===== src/rtl/btn_conditioner.sv =====
// btn_conditioner: synchronises, debounces and converts the front-panel push
// buttons into single-cycle press / release / auto-repeat step / long-press
// events. Every button is handled by an independent lane. The lanes do not
// share logic and do not give one button priority over another.
module btn_conditioner #(
  parameter int                 NUM_BTN         = 5,
  parameter int                 DEBOUNCE_CYCLES = 2_000_000,
  parameter int                 REPEAT_DELAY    = 50_000_000,
  parameter int                 REPEAT_PERIOD   = 10_000_000,
  parameter int                 LONG_CYCLES     = 200_000_000,
  parameter logic [NUM_BTN-1:0] REPEAT_MASK     = NUM_BTN'(5'b00011),
  parameter logic [NUM_BTN-1:0] LONG_MASK       = NUM_BTN'(5'b10000)
) (
  input  logic               clk,
  input  logic               rst,
  input  logic [NUM_BTN-1:0] btn_raw,
  output logic [NUM_BTN-1:0] btn_level,
  output logic [NUM_BTN-1:0] btn_press,
  output logic [NUM_BTN-1:0] btn_release,
  output logic [NUM_BTN-1:0] btn_step,
  output logic [NUM_BTN-1:0] btn_long
);

  localparam int DB_W       = $clog2(DEBOUNCE_CYCLES + 1);
  localparam int HOLD_MAX_A = (REPEAT_DELAY > REPEAT_PERIOD) ? REPEAT_DELAY : REPEAT_PERIOD;
  localparam int HOLD_MAX   = (HOLD_MAX_A > LONG_CYCLES) ? HOLD_MAX_A : LONG_CYCLES;
  localparam int HC_W       = $clog2(HOLD_MAX + 1);

  localparam logic [DB_W-1:0] DB_ONE  = DB_W'(1);
  localparam logic [DB_W-1:0] DB_LAST = DB_W'(DEBOUNCE_CYCLES - 1);
  localparam logic [HC_W-1:0] HC_ONE  = HC_W'(1);
  localparam logic [HC_W-1:0] HC_SAT  = '1;
  localparam logic [HC_W-1:0] HC_DLY  = HC_W'(REPEAT_DELAY);
  localparam logic [HC_W-1:0] HC_PER  = HC_W'(REPEAT_PERIOD);
  localparam logic [HC_W-1:0] HC_LONG = HC_W'(LONG_CYCLES);

  typedef enum logic [1:0] {
    S_IDLE = 2'd0,
    S_WAIT = 2'd1,
    S_RPT  = 2'd2
  } rpt_state_e;

  generate
    for (genvar gi = 0; gi < NUM_BTN; gi++) begin : g_btn
      localparam bit RPT_EN  = REPEAT_MASK[gi];
      localparam bit LONG_EN = LONG_MASK[gi];

      logic            s1_reg, s2_reg;
      logic [DB_W-1:0] cnt_reg, cnt_next;
      logic            level_reg, level_next;
      logic            rise, fall;
      rpt_state_e      state_reg, state_next;
      logic [HC_W-1:0] hc_reg, hc_next;
      logic            step_next;
      logic [HC_W-1:0] lc_reg, lc_next;
      logic            long_flag_reg, long_flag_next;
      logic            long_next;
      logic            press_reg, release_reg, step_reg, long_reg;

      // Two-flop synchroniser for the asynchronous pin; s1 feeds only s2.
      always_ff @(posedge clk) begin
        if (rst) begin
          s1_reg <= 1'b0;
          s2_reg <= 1'b0;
        end else begin
          s1_reg <= btn_raw[gi];
          s2_reg <= s1_reg;
        end
      end

      // Debounce: accept the synchronised level only after it has disagreed
      // with the current level for DEBOUNCE_CYCLES consecutive cycles.
      always_comb begin
        level_next = level_reg;
        cnt_next   = '0;
        if (s2_reg != level_reg) begin
          if (cnt_reg == DB_LAST) begin
            level_next = s2_reg;
          end else begin
            cnt_next = cnt_reg + DB_ONE;
          end
        end
      end

      // Edges are taken from the next level so that the pulses line up with
      // the first cycle in which btn_level shows the new value.
      assign rise = level_next & ~level_reg;
      assign fall = ~level_next & level_reg;

      // Auto-repeat: first step on press, then after REPEAT_DELAY, then every
      // REPEAT_PERIOD. A release or a completed long press stops the steps.
      always_comb begin
        state_next = state_reg;
        hc_next    = hc_reg;
        step_next  = 1'b0;
        if (!level_next) begin
          state_next = S_IDLE;
          hc_next    = '0;
        end else begin
          case (state_reg)
            S_IDLE: begin
              if (rise) begin
                step_next  = 1'b1;
                hc_next    = HC_ONE;
                state_next = S_WAIT;
              end
            end
            S_WAIT: begin
              if (RPT_EN && !long_flag_reg && hc_reg == HC_DLY) begin
                step_next  = 1'b1;
                hc_next    = HC_ONE;
                state_next = S_RPT;
              end else if (hc_reg != HC_SAT) begin
                hc_next = hc_reg + HC_ONE;
              end
            end
            S_RPT: begin
              if (!long_flag_reg && hc_reg == HC_PER) begin
                step_next = 1'b1;
                hc_next   = HC_ONE;
              end else if (hc_reg != HC_SAT) begin
                hc_next = hc_reg + HC_ONE;
              end
            end
            default: begin
              state_next = S_IDLE;
              hc_next    = '0;
            end
          endcase
        end
      end

      // Long press: count held cycles from the press and pulse once. The flag
      // suppresses further repeat steps until the button is released.
      always_comb begin
        lc_next        = lc_reg;
        long_flag_next = long_flag_reg;
        long_next      = 1'b0;
        if (!level_next) begin
          lc_next        = '0;
          long_flag_next = 1'b0;
        end else if (rise) begin
          lc_next        = HC_ONE;
          long_flag_next = 1'b0;
        end else if (LONG_EN && !long_flag_reg) begin
          if (lc_reg == HC_LONG) begin
            long_next      = 1'b1;
            long_flag_next = 1'b1;
          end else if (lc_reg != HC_SAT) begin
            lc_next = lc_reg + HC_ONE;
          end
        end
      end

      // Lane state and registered event outputs.
      always_ff @(posedge clk) begin
        if (rst) begin
          cnt_reg       <= '0;
          level_reg     <= 1'b0;
          state_reg     <= S_IDLE;
          hc_reg        <= '0;
          lc_reg        <= '0;
          long_flag_reg <= 1'b0;
          press_reg     <= 1'b0;
          release_reg   <= 1'b0;
          step_reg      <= 1'b0;
          long_reg      <= 1'b0;
        end else begin
          cnt_reg       <= cnt_next;
          level_reg     <= level_next;
          state_reg     <= state_next;
          hc_reg        <= hc_next;
          lc_reg        <= lc_next;
          long_flag_reg <= long_flag_next;
          press_reg     <= rise;
          release_reg   <= fall;
          step_reg      <= step_next;
          long_reg      <= long_next;
        end
      end

      assign btn_level[gi]   = level_reg;
      assign btn_press[gi]   = press_reg;
      assign btn_release[gi] = release_reg;
      assign btn_step[gi]    = step_reg;
      assign btn_long[gi]    = long_reg;
    end
  endgenerate

endmodule


===== config.mk =====
export PLATFORM = sky130hd
export DESIGN_NAME = btn_conditioner
export DESIGN_NICKNAME = d
export VERILOG_FILES = /design/src/rtl/btn_conditioner.sv
export SDC_FILE = /design/constraint.sdc
export NUM_CORES = 1
export LEC_CHECK = 0
export CORE_MARGIN = 3
export CORE_UTILIZATION = 55
export DETAILED_ROUTE_END_ITERATION = 16
export GPL_TIMING_DRIVEN = 1
export HOLD_SLACK_MARGIN = 0.03
export PLACE_DENSITY = 0.72
export SLEW_MARGIN = 20
export SYNTH_ARGS = -nofsm -noshare
export SYNTH_HDL_FRONTEND = slang
export SYNTH_SLANG_ARGS = --single-unit

===== constraint.sdc =====
create_clock -name clk -period 6.67 [get_ports clk]
set_clock_uncertainty 0.15 [all_clocks]
set_input_delay 1.334 -clock clk [delete_from_list [all_inputs] [get_ports clk]]
set_output_delay 1.334 -clock clk [all_outputs]
set_load 0.02 [all_outputs]

==> qor.yml <==
detailed_routing:
  ant_nets: 0
  drt_iter0_markers: 371
  viasPerCell: 5.58
  drc_errors: 0
  firstDrtPassIters: 5
  routedWlPerCell_um: 13.7
  vias: 8517
  wl_um: 20800
power_and_ir_drop:
  switching_share_pct: 19.9
  p_sw_uw: 522
  power_frac_clock_pct: 47.2
  seqPwrFrac_pct: 52.0
  p_per_area_nw_per_um2: 224
  leakage_nw: 3.58
  pwr-share-comb_pct: 0.8
  power.total_mw: 2.63
  p_int_mw: 2.11
  vdd_drop_max_v: 0.000154
critical_path:
  crit_chain: "inv_1 -> ha_1 -> nor4b_1 -> nand4_1 -> nor4_1 -> o22ai_1 -> o21ai_1 -> buf_4 -> nor2_1"
  path_class: "register to register"
  worst-path-stages: 9
  r2r_start: "g_btn[0].hc_reg[0]$_SDFFE_PP0P_"
  crit_required_ps: 6900
  slowest_stage: "nor4_1"
  critical_path.max_stage_delay_ps: 700
  critPathTopFamily: "simple AND/OR/NAND/NOR gates"
  critPathCaptureType: "register"
  timing.rr.end: "g_btn[0].hc_reg[20]$_SDFFE_PP0P_"
  crit_arrival_ps: 3380
  cp_num_buf_inv: 2
  cp_max_fo: 23
  worstSetupStartpointType: "register"
  reg2reg_depth: 9
  r2r_setup_slack_ps: 3520
synthesis:
  synthDistinctLibCells: 68
  syn-instance-count: 1261
  netlist.area_leader.share_pct: 42.6
  ys_seq_elements: 228
  synth_area_sq_um: 10700
  synth_seq_area_share_pct: 42.6
  synth_enable_flop_cells: 0
  synth_area_leader_cell: "dfxtp_1"
  synth_ff_type: "dfxtp_1"
  syn_avg_cell_area_sq_um: 8.50
  synthArstFlopShare_pct: 0
  ys_warn_count: 0
  synthTopCellsByArea: "dfxtp_1 43%, nor2_1 7.3%, xor2_1 6.9%, xnor2_1 4.9%, nand3_1 4.1%"
layout:
  final_common_cell: "dfxtp_1"
  diodes: 0
  largest_reg_flops: 105
  area_growth_pct: 9.53
  final_cell_mix: "228 x dfxtp_1, 208 x nor2_1, 88 x nand3_1, 85 x xor2_1, 81 x nand2_1"
  final_area_sq_um: 11700
  instances_no_fill: 1525
  nNetsFinal: 1272
  drive_gt1_share_pct: 5.06
cts:
  insertion_delay_ps: 510
  clk_path_buf_depth: 3
  cts_sinks: 228
  clkTransAtPathRegs_ps: 50
  cts_tree: "yes"
  postCtsSetupBuffers: 0
  htreeDepth: 1
  holdBufCountCts: 0
  cts_buffers: 25
  root_buffer: "clkbuf_16"
  cts.repair.resized: 0
global_routing:
  grt_max_degree: 36
  antenna_found_initial: 0
  grt_pass1_vias: 7967
  grt_use_met1_pct: 26.3
  met3_usage_pct: 2.93
  overflow: 0
  grt_pass1_wl_um: 36100
  grtUsageTotal_pct: 19.2
  grt.busiest_layer: "met2"
  met2_usage_pct: 31.8
sta:
  finalHoldViolCount: 0
  timing.final.crit_share_pct: 47.2
  finalSetupViolCount: 0
  fin_tns_setup_ps: 0
  period_needed_ps: 3150
  slew_headroom_pct: 43.0
  slew_violations: 0
  fmax_ghz: 0.318
  rsz0062_at_grt: "no"
  worst_pin_slew_ps: 849
status:
  status: "completed"
floorplan:
  die_w_um: 146
  coreArea_sq_um: 19000
  initial_core_util_pct: 56.6
  dieArea_sq_um: 21200
  num_io_pins: 32
  row_count: 50
  dieHeight_um: 146
place:
  place_area_sq_um: 11000
  io_buffers: 27
  gp_congestion: 0.886
  placed_cells: 1487
  dp_hpwl_um: 14100
run:
  cap_viol_max_count: 0
min_path:
  min_from: "g_btn[3].state_reg[0]$_SDFFE_PP0P_"
  hp-class: "register to register"
  holdPathEnd: "g_btn[3].step_reg$_SDFF_PP0_"
  min_path_cells: 1
-- worst max path at each step --
stage | from | end | slack (ps)
2_1_floorplan | g_btn[0].cnt_reg[16]$_SDFF_PP0_ | g_btn[0].hc_reg[17]$_SDFFE_PP0P_ | 4000
3_3_place_gp | rst | g_btn[1].hc_reg[17]$_SDFFE_PP0P_ | 3090
3_5_place_dp | rst | g_btn[1].hc_reg[11]$_SDFFE_PP0P_ | 3050
4_1_cts | g_btn[4].level_reg$_SDFF_PP0_ | btn_level[4] | 3500
5_1_grt | g_btn[0].hc_reg[0]$_SDFFE_PP0P_ | g_btn[0].hc_reg[12]$_SDFFE_PP0P_ | 3300
6_report | g_btn[0].hc_reg[0]$_SDFFE_PP0P_ | g_btn[0].hc_reg[20]$_SDFFE_PP0P_ | 3520
-- per-stage QoR --
step                      hold WS, ps  setup slack, ps  utilization [%]
final                             280             3520             62.0
after floorplan                   249             4000                -
after detailed placement          273             3050             58.1
after global routing              303             3300             62.0
after CTS                         282             3500             62.0
after global placement            260             3090             58.1
-- power by group through the flow --
| stage | Combinational, mW | Sequential, mW | Clock (mW) |
|---|---|---|---|
| after floorplan | 0.0154 | 1.40 | 0 |
| after global placement | 0.0207 | 1.40 | 0 |
| after detailed placement | 0.0208 | 1.40 | 0 |
| after CTS | 0.0209 | 1.37 | 1.28 |
| after global routing | 0.0227 | 1.37 | 1.34 |
| final | 0.0204 | 1.37 | 1.24 |
-- synthesized netlist by cell type, types with 20 or more instances --
cell type,count
dfxtp_1,228
nor2_1,208
nand3_1,88
xor2_1,85
nand2_1,81
xnor2_1,60
nand4_1,57
nor3_1,40
clkbuf_1,38
and3_1,35
nor4_1,27
o21ai_0,26
a21oi_1,25
buf_4,25
inv_1,25
and4_1,20
nor2b_1,20
-- cell type report --
class,instances,area [sq um]
clock buffer,36,717
clock inverter,2,13.8
fill,1714,7210
inverter,25,93.8
multi-input combinational,939,5700
sequential,228,4560
tap,260,325
timing repair buffer,35,330
-- cells by family (layout without fill, tap and decap cells) --
kind of cell | count (synthesis) | after routing | share of synthesized area (%)
fa+ha+maj | 11 | 11 | 1.28
mux | 6 | 6 | 0.572
other cells | 1 | 4 | 0.0350
flops | 228 | 228 | 42.6
compound gates | 101 | 101 | 6.13
xor+xnor | 145 | 145 | 11.8
buf+inv | 97 | 98 | 4.54
simple gates | 672 | 672 | 33.0
-- metal layers --
| metal | wire length, um | share of wire [%] |
|---|---|---|
| met4 | 460 | 2.2 |
| met1 | 10100 | 48 |
| met2 | 9550 | 46 |
| met3 | 718 | 3.4 |
| met5 | 0 | 0 |
-- worst register-to-register path, cell delays in order, from the launching register on --
cell     delay [ps]
dfxtp_1         330
inv_1           110
ha_1            160
nor4b_1         260
nand4_1         190
nor4_1          700
o22ai_1         490
o21ai_1         230
buf_4           300
nor2_1          110
Note: power is estimated with default switching activity, not from simulation.
